**src/rtl/mips_pkg.sv**
```systemverilog
// Shared MIPS types and constants for decode, execute and writeback.
// Also holds the writeback-bypass hit test used by the register-read path.
package mips_pkg;

    typedef logic [4:0]  reg_idx_t;
    typedef logic [31:0] word_t;

    localparam reg_idx_t REG_ZERO = 5'd0;
    localparam reg_idx_t REG_RA   = 5'd31;
    localparam int       NUM_REGS = 32;

    // True when this cycle's writeback targets the given source register.
    // Register 0 is never forwarded because it is hardwired to zero.
    function automatic logic wb_hits(input logic wb_en, input reg_idx_t wb_rd,
                                     input reg_idx_t src);
        return wb_en && (wb_rd == src) && (src != REG_ZERO);
    endfunction

endpackage

```
**src/rtl/regfile_scoreboard_if.sv**
```systemverilog
// Decode-stage register-read / issue / writeback bundle.
// The master modport is the decode+writeback side; slave is the register file.
// Optional debug read port is present only when REGFILE_DBG_PORT_EN is defined.
interface regfile_scoreboard_if
`ifdef REGFILE_DBG_PORT_EN
    #(parameter int PEND_W = 2)
`endif
    ;
    import mips_pkg::*;

    reg_idx_t r1;
    reg_idx_t r2;
    logic     use1;
    logic     use2;
    word_t    v1;
    word_t    v2;
    logic     issue_en;
    reg_idx_t issue_rd;
    logic     wb_en;
    reg_idx_t wb_rd;
    word_t    wb_data;
    logic     stall;
    logic     sb_err;

`ifdef REGFILE_DBG_PORT_EN
    reg_idx_t          dbg_addr;
    word_t             dbg_data;
    logic [PEND_W-1:0] dbg_pending;

    modport master (
        output r1, r2, use1, use2, issue_en, issue_rd, wb_en, wb_rd, wb_data, dbg_addr,
        input  v1, v2, stall, sb_err, dbg_data, dbg_pending
    );

    modport slave (
        input  r1, r2, use1, use2, issue_en, issue_rd, wb_en, wb_rd, wb_data, dbg_addr,
        output v1, v2, stall, sb_err, dbg_data, dbg_pending
    );
`else
    modport master (
        output r1, r2, use1, use2, issue_en, issue_rd, wb_en, wb_rd, wb_data,
        input  v1, v2, stall, sb_err
    );

    modport slave (
        input  r1, r2, use1, use2, issue_en, issue_rd, wb_en, wb_rd, wb_data,
        output v1, v2, stall, sb_err
    );
`endif

endinterface

```
**src/rtl/regfile_scoreboard_sb_counter.sv**
```systemverilog
// Saturating pending-writer counter for one architectural register.
// ovf/unf are single-cycle pulses flagging an increment at max or a
// decrement at zero; the counter holds its value in those cases.
module sb_counter #(
    parameter int PEND_W = 2
) (
    input  logic              clk,
    input  logic              reset,
    input  logic              inc,
    input  logic              dec,
    output logic [PEND_W-1:0] cnt,
    output logic              ovf,
    output logic              unf
);

    localparam logic [PEND_W-1:0] CNT_MAX = '1;

    // Error pulses: a coincident inc and dec cancel and can never fault.
    always_comb begin
        ovf = inc && !dec && (cnt == CNT_MAX);
        unf = dec && !inc && (cnt == '0);
    end

    // Count issues up and retirements down, saturating at both ends.
    always_ff @(posedge clk) begin
        if (reset) begin
            cnt <= '0;
        end else if (inc && !dec && !ovf) begin
            cnt <= cnt + 1'b1;
        end else if (dec && !inc && !unf) begin
            cnt <= cnt - 1'b1;
        end
    end

endmodule

```
**src/rtl/regfile_scoreboard.sv**
```systemverilog
// 32x32 MIPS register file with a per-register pending-writer scoreboard.
// Reads are combinational with writeback bypass; stall is raised when a
// consumed source has an in-flight writer the bypass cannot cover.
// Optional feature macro: REGFILE_DBG_PORT_EN (raw debug read port).
module regfile_scoreboard
    import mips_pkg::*;
#(
    parameter int NUM_REGS = mips_pkg::NUM_REGS,
    parameter int PEND_W   = 2
) (
    input logic                  clk,
    input logic                  reset,
    regfile_scoreboard_if.slave  bus
);

    word_t             rf  [NUM_REGS];
    logic [PEND_W-1:0] cnt [NUM_REGS];
    logic [NUM_REGS-1:0] inc_vec;
    logic [NUM_REGS-1:0] dec_vec;
    logic [NUM_REGS-1:0] ovf_vec;
    logic [NUM_REGS-1:0] unf_vec;
    logic hit1;
    logic hit2;
    logic busy1;
    logic busy2;
    logic stall_int;
    logic iss;
    logic sb_err_q;

    // Register 0 has no counter: it is never pending and never faults.
    assign cnt[0]     = '0;
    assign inc_vec[0] = 1'b0;
    assign dec_vec[0] = 1'b0;
    assign ovf_vec[0] = 1'b0;
    assign unf_vec[0] = 1'b0;

    // Read ports, bypass-aware busy and the issue gate. Busy uses the
    // pre-update count, so a self-dependent issue only waits on older writers.
    always_comb begin
        hit1      = wb_hits(bus.wb_en, bus.wb_rd, bus.r1);
        hit2      = wb_hits(bus.wb_en, bus.wb_rd, bus.r2);
        bus.v1    = hit1 ? bus.wb_data : rf[bus.r1];
        bus.v2    = hit2 ? bus.wb_data : rf[bus.r2];
        busy1     = (cnt[bus.r1] != '0) && !((cnt[bus.r1] == PEND_W'(1)) && hit1);
        busy2     = (cnt[bus.r2] != '0) && !((cnt[bus.r2] == PEND_W'(1)) && hit2);
        stall_int = (bus.use1 && busy1) || (bus.use2 && busy2);
        iss       = bus.issue_en && !stall_int && (bus.issue_rd != REG_ZERO);
    end

    assign bus.stall  = stall_int;
    assign bus.sb_err = sb_err_q;

    genvar gi;
    generate
        for (gi = 1; gi < NUM_REGS; gi++) begin : g_sb
            assign inc_vec[gi] = iss && (bus.issue_rd == reg_idx_t'(gi));
            assign dec_vec[gi] = bus.wb_en && (bus.wb_rd == reg_idx_t'(gi));

            sb_counter #(
                .PEND_W (PEND_W)
            ) u_cnt (
                .clk   (clk),
                .reset (reset),
                .inc   (inc_vec[gi]),
                .dec   (dec_vec[gi]),
                .cnt   (cnt[gi]),
                .ovf   (ovf_vec[gi]),
                .unf   (unf_vec[gi])
            );
        end
    endgenerate

    // Architectural state: writeback data lands even on an underflow.
    always_ff @(posedge clk) begin
        if (reset) begin
            for (int i = 0; i < NUM_REGS; i++) begin
                rf[i] <= '0;
            end
        end else if (bus.wb_en && (bus.wb_rd != REG_ZERO)) begin
            rf[bus.wb_rd] <= bus.wb_data;
        end
    end

    // Sticky scoreboard error, cleared only by reset.
    always_ff @(posedge clk) begin
        if (reset) begin
            sb_err_q <= 1'b0;
        end else if ((|ovf_vec) || (|unf_vec)) begin
            sb_err_q <= 1'b1;
        end
    end

`ifdef REGFILE_DBG_PORT_EN
    // Raw debug read: no bypass, no effect on stall; rf[0] is always zero.
    always_comb begin
        bus.dbg_data    = (bus.dbg_addr == REG_ZERO) ? '0 : rf[bus.dbg_addr];
        bus.dbg_pending = cnt[bus.dbg_addr];
    end
`endif

endmodule

```
**src/flat_wrapper.sv**
```systemverilog
// flat-port wrapper written by rule: the top's interface ports become plain ports
module regfile_scoreboard_flat import mips_pkg::*;
#(
    parameter int NUM_REGS = mips_pkg::NUM_REGS,
    parameter int PEND_W   = 2
)
  (clk, reset, bus_r1, bus_r2, bus_use1, bus_use2, bus_issue_en, bus_issue_rd, bus_wb_en, bus_wb_rd, bus_wb_data, bus_v1, bus_v2, bus_stall, bus_sb_err);
  regfile_scoreboard_if bus_i ();
  input logic clk;
  input logic reset;
  input wire logic [$bits(bus_i.r1)-1:0] bus_r1;
  input wire logic [$bits(bus_i.r2)-1:0] bus_r2;
  input wire logic [$bits(bus_i.use1)-1:0] bus_use1;
  input wire logic [$bits(bus_i.use2)-1:0] bus_use2;
  input wire logic [$bits(bus_i.issue_en)-1:0] bus_issue_en;
  input wire logic [$bits(bus_i.issue_rd)-1:0] bus_issue_rd;
  input wire logic [$bits(bus_i.wb_en)-1:0] bus_wb_en;
  input wire logic [$bits(bus_i.wb_rd)-1:0] bus_wb_rd;
  input wire logic [$bits(bus_i.wb_data)-1:0] bus_wb_data;
  output wire logic [$bits(bus_i.v1)-1:0] bus_v1;
  output wire logic [$bits(bus_i.v2)-1:0] bus_v2;
  output wire logic [$bits(bus_i.stall)-1:0] bus_stall;
  output wire logic [$bits(bus_i.sb_err)-1:0] bus_sb_err;
  assign bus_i.r1 = bus_r1;
  assign bus_i.r2 = bus_r2;
  assign bus_i.use1 = bus_use1;
  assign bus_i.use2 = bus_use2;
  assign bus_i.issue_en = bus_issue_en;
  assign bus_i.issue_rd = bus_issue_rd;
  assign bus_i.wb_en = bus_wb_en;
  assign bus_i.wb_rd = bus_wb_rd;
  assign bus_i.wb_data = bus_wb_data;
  assign bus_v1 = bus_i.v1;
  assign bus_v2 = bus_i.v2;
  assign bus_stall = bus_i.stall;
  assign bus_sb_err = bus_i.sb_err;
  regfile_scoreboard #(.NUM_REGS(NUM_REGS), .PEND_W(PEND_W)) u_core (.clk(clk), .reset(reset), .bus(bus_i));
endmodule
```
**config.mk**
```make
export PLATFORM = sky130hd
export DESIGN_NAME = regfile_scoreboard_flat
export DESIGN_NICKNAME = d
export VERILOG_FILES = /design/src/rtl/mips_pkg.sv /design/src/rtl/regfile_scoreboard_if.sv /design/src/rtl/regfile_scoreboard_sb_counter.sv /design/src/rtl/regfile_scoreboard.sv /design/src/flat_wrapper.sv
export SDC_FILE = /design/constraint.sdc
export NUM_CORES = 2
export LEC_CHECK = 0
export BUFFER_PORTS_ARGS = -buffer_cell sky130_fd_sc_hd__buf_2
export CAP_MARGIN = 20
export CORE_UTILIZATION = 50
export CTS_CLUSTER_DIAMETER = 100
export DETAILED_ROUTE_END_ITERATION = 8
export PLACE_DENSITY = 0.64
export REMOVE_ABC_BUFFERS = 1
export SYNTH_ARGS = -nofsm -noshare
export SYNTH_HDL_FRONTEND = slang
export SYNTH_SLANG_ARGS = --single-unit
```
**constraint.sdc**
```tcl
create_clock -name clk -period 8.2 [get_ports clk]
set_input_delay 0.82 -clock clk [delete_from_list [all_inputs] [get_ports clk]]
set_output_delay 0.82 -clock clk [all_outputs]
set_load 0.01 [all_outputs]
```
==> flow_metrics.py <==
metrics = {
    "status": {
        "status": "completed",
    },
    "pwr": {
        "combPwrFrac_pct": 12.4,
        "p_seq_share_pct": 48.5,
        "clkPwrFrac_pct": 39.1,
        "peakVddDrop_v": 0.000181,
        "powerDensity_mw_per_mm2": 203,
        "power.switching_mw": 3.35,
        "p_leak_nw": 22.2,
        "switching_share_pct": 24.9,
        "p_int_mw": 10.1,
    },
    "clock_tree": {
        "clock_path_buffers": 3,
        "postCtsHoldBufs": 0,
        "cts.clk_slew.worst_paths_ns": 0.06,
        "cts_setup_buffers": 0,
        "clock_latency_ns": 0.72,
        "clock-sinks": 1087,
        "htreeDepth": 3,
        "postCtsResizedCells": 0,
        "root_buffer": "clkbuf_16",
        "cts_made_buffers": 116,
        "cts_tree": "yes",
    },
    "place": {
        "dp_hpwl_um": 117000,
        "port_buffers": 123,
        "dp.cells": 5553,
        "place_congestion": 0.981,
        "placed_area_mm2": 0.0626,
    },
    "min_path": {
        "holdCritStartpoint": "u_core.g_sb[16].u_cnt.cnt[1]$_SDFFE_PP0P_",
        "holdPathEnd": "u_core.g_sb[16].u_cnt.cnt[0]$_SDFFE_PP0P_",
        "hold_class": "reg2reg",
        "hold_depth": 2,
    },
    "critical_path": {
        "r2r_cells": 11,
        "r2r_slack_ns": 3.67,
        "worstPathArrival_ns": 5.17,
        "cp_slowest_cell": "and4_4",
        "cp_data_required_time_ns": 7.38,
        "rr_endpoint": "u_core.bus.sb_err$_SDFFE_PP0P_",
        "slowest_delay_ns": 0.98,
        "cp_cell_sequence": "buf_4, xor2_1, nor3_1, and4_4, a311oi_1, a21oi_1, and2_4, inv_2, buf_2",
        "path_max_fanout": 65,
        "start_kind": "input port",
        "crit_buf_inv": 3,
        "end_kind": "primary output",
        "reg2reg_from": "u_core.g_sb[13].u_cnt.cnt[0]$_SDFFE_PP0P_",
        "crit_type": "in2out",
        "crit_family": "simple AND/OR/NAND/NOR gates",
    },
    "global_route": {
        "grt-ovfl-total": 0,
        "grt_pass1_wl_um": 290000,
        "grt_usage_pct": 34.2,
        "grt_antenna_before_repair": 26,
        "grt_max_degree": 87,
        "grt_pass1_vias": 38400,
    },
    "detailed_routing": {
        "routed_wl_um": 208000,
        "via_per_inst": 6.79,
        "post_drt_wl_per_cell_um": 36.0,
        "vias": 39200,
        "initialDrtViolationCount": 6580,
        "ant_nets": 0,
        "firstDrtPassIters": 5,
        "drc_errors": 0,
    },
    "synth": {
        "async_flop_share_pct": 0,
        "yosys_register_bits": 1087,
        "synth_ff_type": "edfxtp_1",
        "synth_edf_count": 1024,
        "ys_seq_area_share_pct": 53.0,
        "yosysWarnings": 0,
        "synth_area_mm2": 0.0604,
        "synth_area_per_cell_um2": 14.7,
        "synth_cell_types": 73,
        "synthCells": 4118,
    },
    "floorplan": {
        "dieArea_mm2": 0.122,
        "placement_rows": 127,
        "die_w_um": 349,
        "start_util_pct": 50.4,
        "core-area_mm2": 0.120,
        "die-height_um": 349,
        "io_pins": 124,
    },
    "layout": {
        "drive_gt1_share_pct": 27.2,
        "final_nets": 4117,
        "mostFrequentLayoutCells": "edfxtp_1, and2_1, mux4_2",
        "layout_commonest_cell": "edfxtp_1",
        "final_area_mm2": 0.0663,
        "finalNonFillerCells": 5773,
        "synthToLayoutAreaGrowth_pct": 9.84,
    },
    "timing": {
        "skew_ns": 0.0181,
        "worst_slew_pin_slew_ns": 1.18,
        "slew_violations": 0,
        "setup_tns_ns": 0,
        "fmax_mhz": 167,
        "setup_violations": 0,
        "slew_headroom_pct": 21.1,
        "final.min_clock_period_ns": 5.99,
        "finalCritPeriodShare_pct": 73.0,
        "grt_setup_unrepaired": "false",
        "hold_viol": 0,
    },
    "run": {
        "maxCapViolCount": 0,
    },
}
==> worst max path at each step <==
stage | slack (ns) | cells past startpoint | from | endpoint
after detailed placement | 2.10 | 12 | bus_r1[2] | u_core.bus.sb_err$_SDFFE_PP0P_
after global routing | 2.07 | 9 | bus_r1[2] | bus_stall
final | 2.21 | 9 | bus_r1[2] | bus_stall
after floorplan | 3.52 | 11 | bus_r1[4] | u_core.g_sb[25].u_cnt.cnt[0]$_SDFFE_PP0P_
after global placement | 2.13 | 12 | bus_r1[2] | u_core.bus.sb_err$_SDFFE_PP0P_
after CTS | 2.36 | 9 | bus_r1[2] | bus_stall
==> registers in the layout (all words and copies together) (netlist names) <==
signal,count
u_core.bus.sb_err,1
u_core.rf,1024
u_core.g_sb.u_cnt.cnt,62
==> synth_stat cells (3+ instances only) <==
master,count,area share [%]
nand4_1,20,0.21
o21a_1,10,0.12
buf_1,58,0.36
or4_1,5,0.062
xor2_1,9,0.13
a2111oi_0,4,0.058
buf_2,12,0.10
and3_1,12,0.12
nand3b_1,17,0.21
o2111ai_1,5,0.073
dfxtp_1,63,2.1
nand2_1,168,1.0
o21ai_0,102,0.85
a21o_1,10,0.12
clkbuf_1,359,2.2
o32ai_1,4,0.058
nor2b_1,10,0.10
nand3_1,37,0.31
mux2_1,7,0.13
nor3b_1,4,0.050
nor3_1,25,0.21
inv_1,14,0.087
xnor2_1,6,0.087
and2_1,995,10
a22oi_1,5,0.062
a221oi_1,7,0.10
edfxtp_1,1024,51
nand2b_1,28,0.29
buf_6,3,0.056
o31ai_1,8,0.10
or2_2,43,0.45
o22ai_1,8,0.083
o21ai_1,31,0.26
nor2_1,104,0.65
or3_1,10,0.10
a21oi_1,47,0.39
a31oi_1,27,0.28
mux2i_1,96,1.6
mux4_2,659,25
nor4_1,14,0.15
nand4b_1,3,0.044
nor4bb_1,3,0.050
==> metal layers <==
layer,track usage [%],vias to the layer above,routed length [um]
met4,14.7,8,9110
met3,7.54,462,26200
met1,48.3,20200,78600
met2,51.5,2846,93600
li1,-,15700,-
met5,0,-,64
==> worst min-delay path, delay by kind of cell (launching register included) <==
| family | cells | cell delay (ns) |
|---|---|---|
| compound gates | 1 | 0.06 |
| flops | 1 | 0.38 |
| simple gates | 1 | 0.08 |
==> power groups by stage <==
| stage | logic (mW) | clock network (mW) | registers [mW] |
|---|---|---|---|
| after global placement | 1.65 | 0 | 6.59 |
| after detailed placement | 1.65 | 0 | 6.62 |
| after floorplan | 0.885 | 0 | 6.56 |
| after global routing | 1.73 | 5.48 | 6.54 |
| after CTS | 1.66 | 5.28 | 6.50 |
| final | 1.67 | 5.25 | 6.51 |
==> per-stage QoR <==
stage	setup slack, ns	hold slack, ns	total power [mW]	util, %
CTS	2.36	0.552	13.4	55.3
global route	2.07	0.591	13.8	55.3
finish	2.21	0.564	13.4	55.3
detailed placement	2.10	0.540	8.27	52.2
floorplan	3.52	0.471	7.44	-
global placement	2.13	0.537	8.24	52.2
==> logic make-up after synthesis <==
kind of cell	after synthesis	share of synthesized area, %
XOR/XNOR	15	0.218
other	1	0.00621
flip-flops	1087	53.0
buffers and inverters	448	2.85
AND/OR/NAND/NOR	1513	14.6
AO/OA/AOI/OAI	288	2.88
multiplexers	766	26.4
==> area by class of cell <==
type                       count  area [um2]
antenna                       11        27.5
sequential                  1087       32000
tap                         1612        2020
clock inverter                57         586
timing repair buffer         224        1490
multi-input combinational   2614       27000
fill                        9562       53500
clock buffer                 152        3100
inverter                      16        61.3
Note: power is estimated with default switching activity, not from simulation.
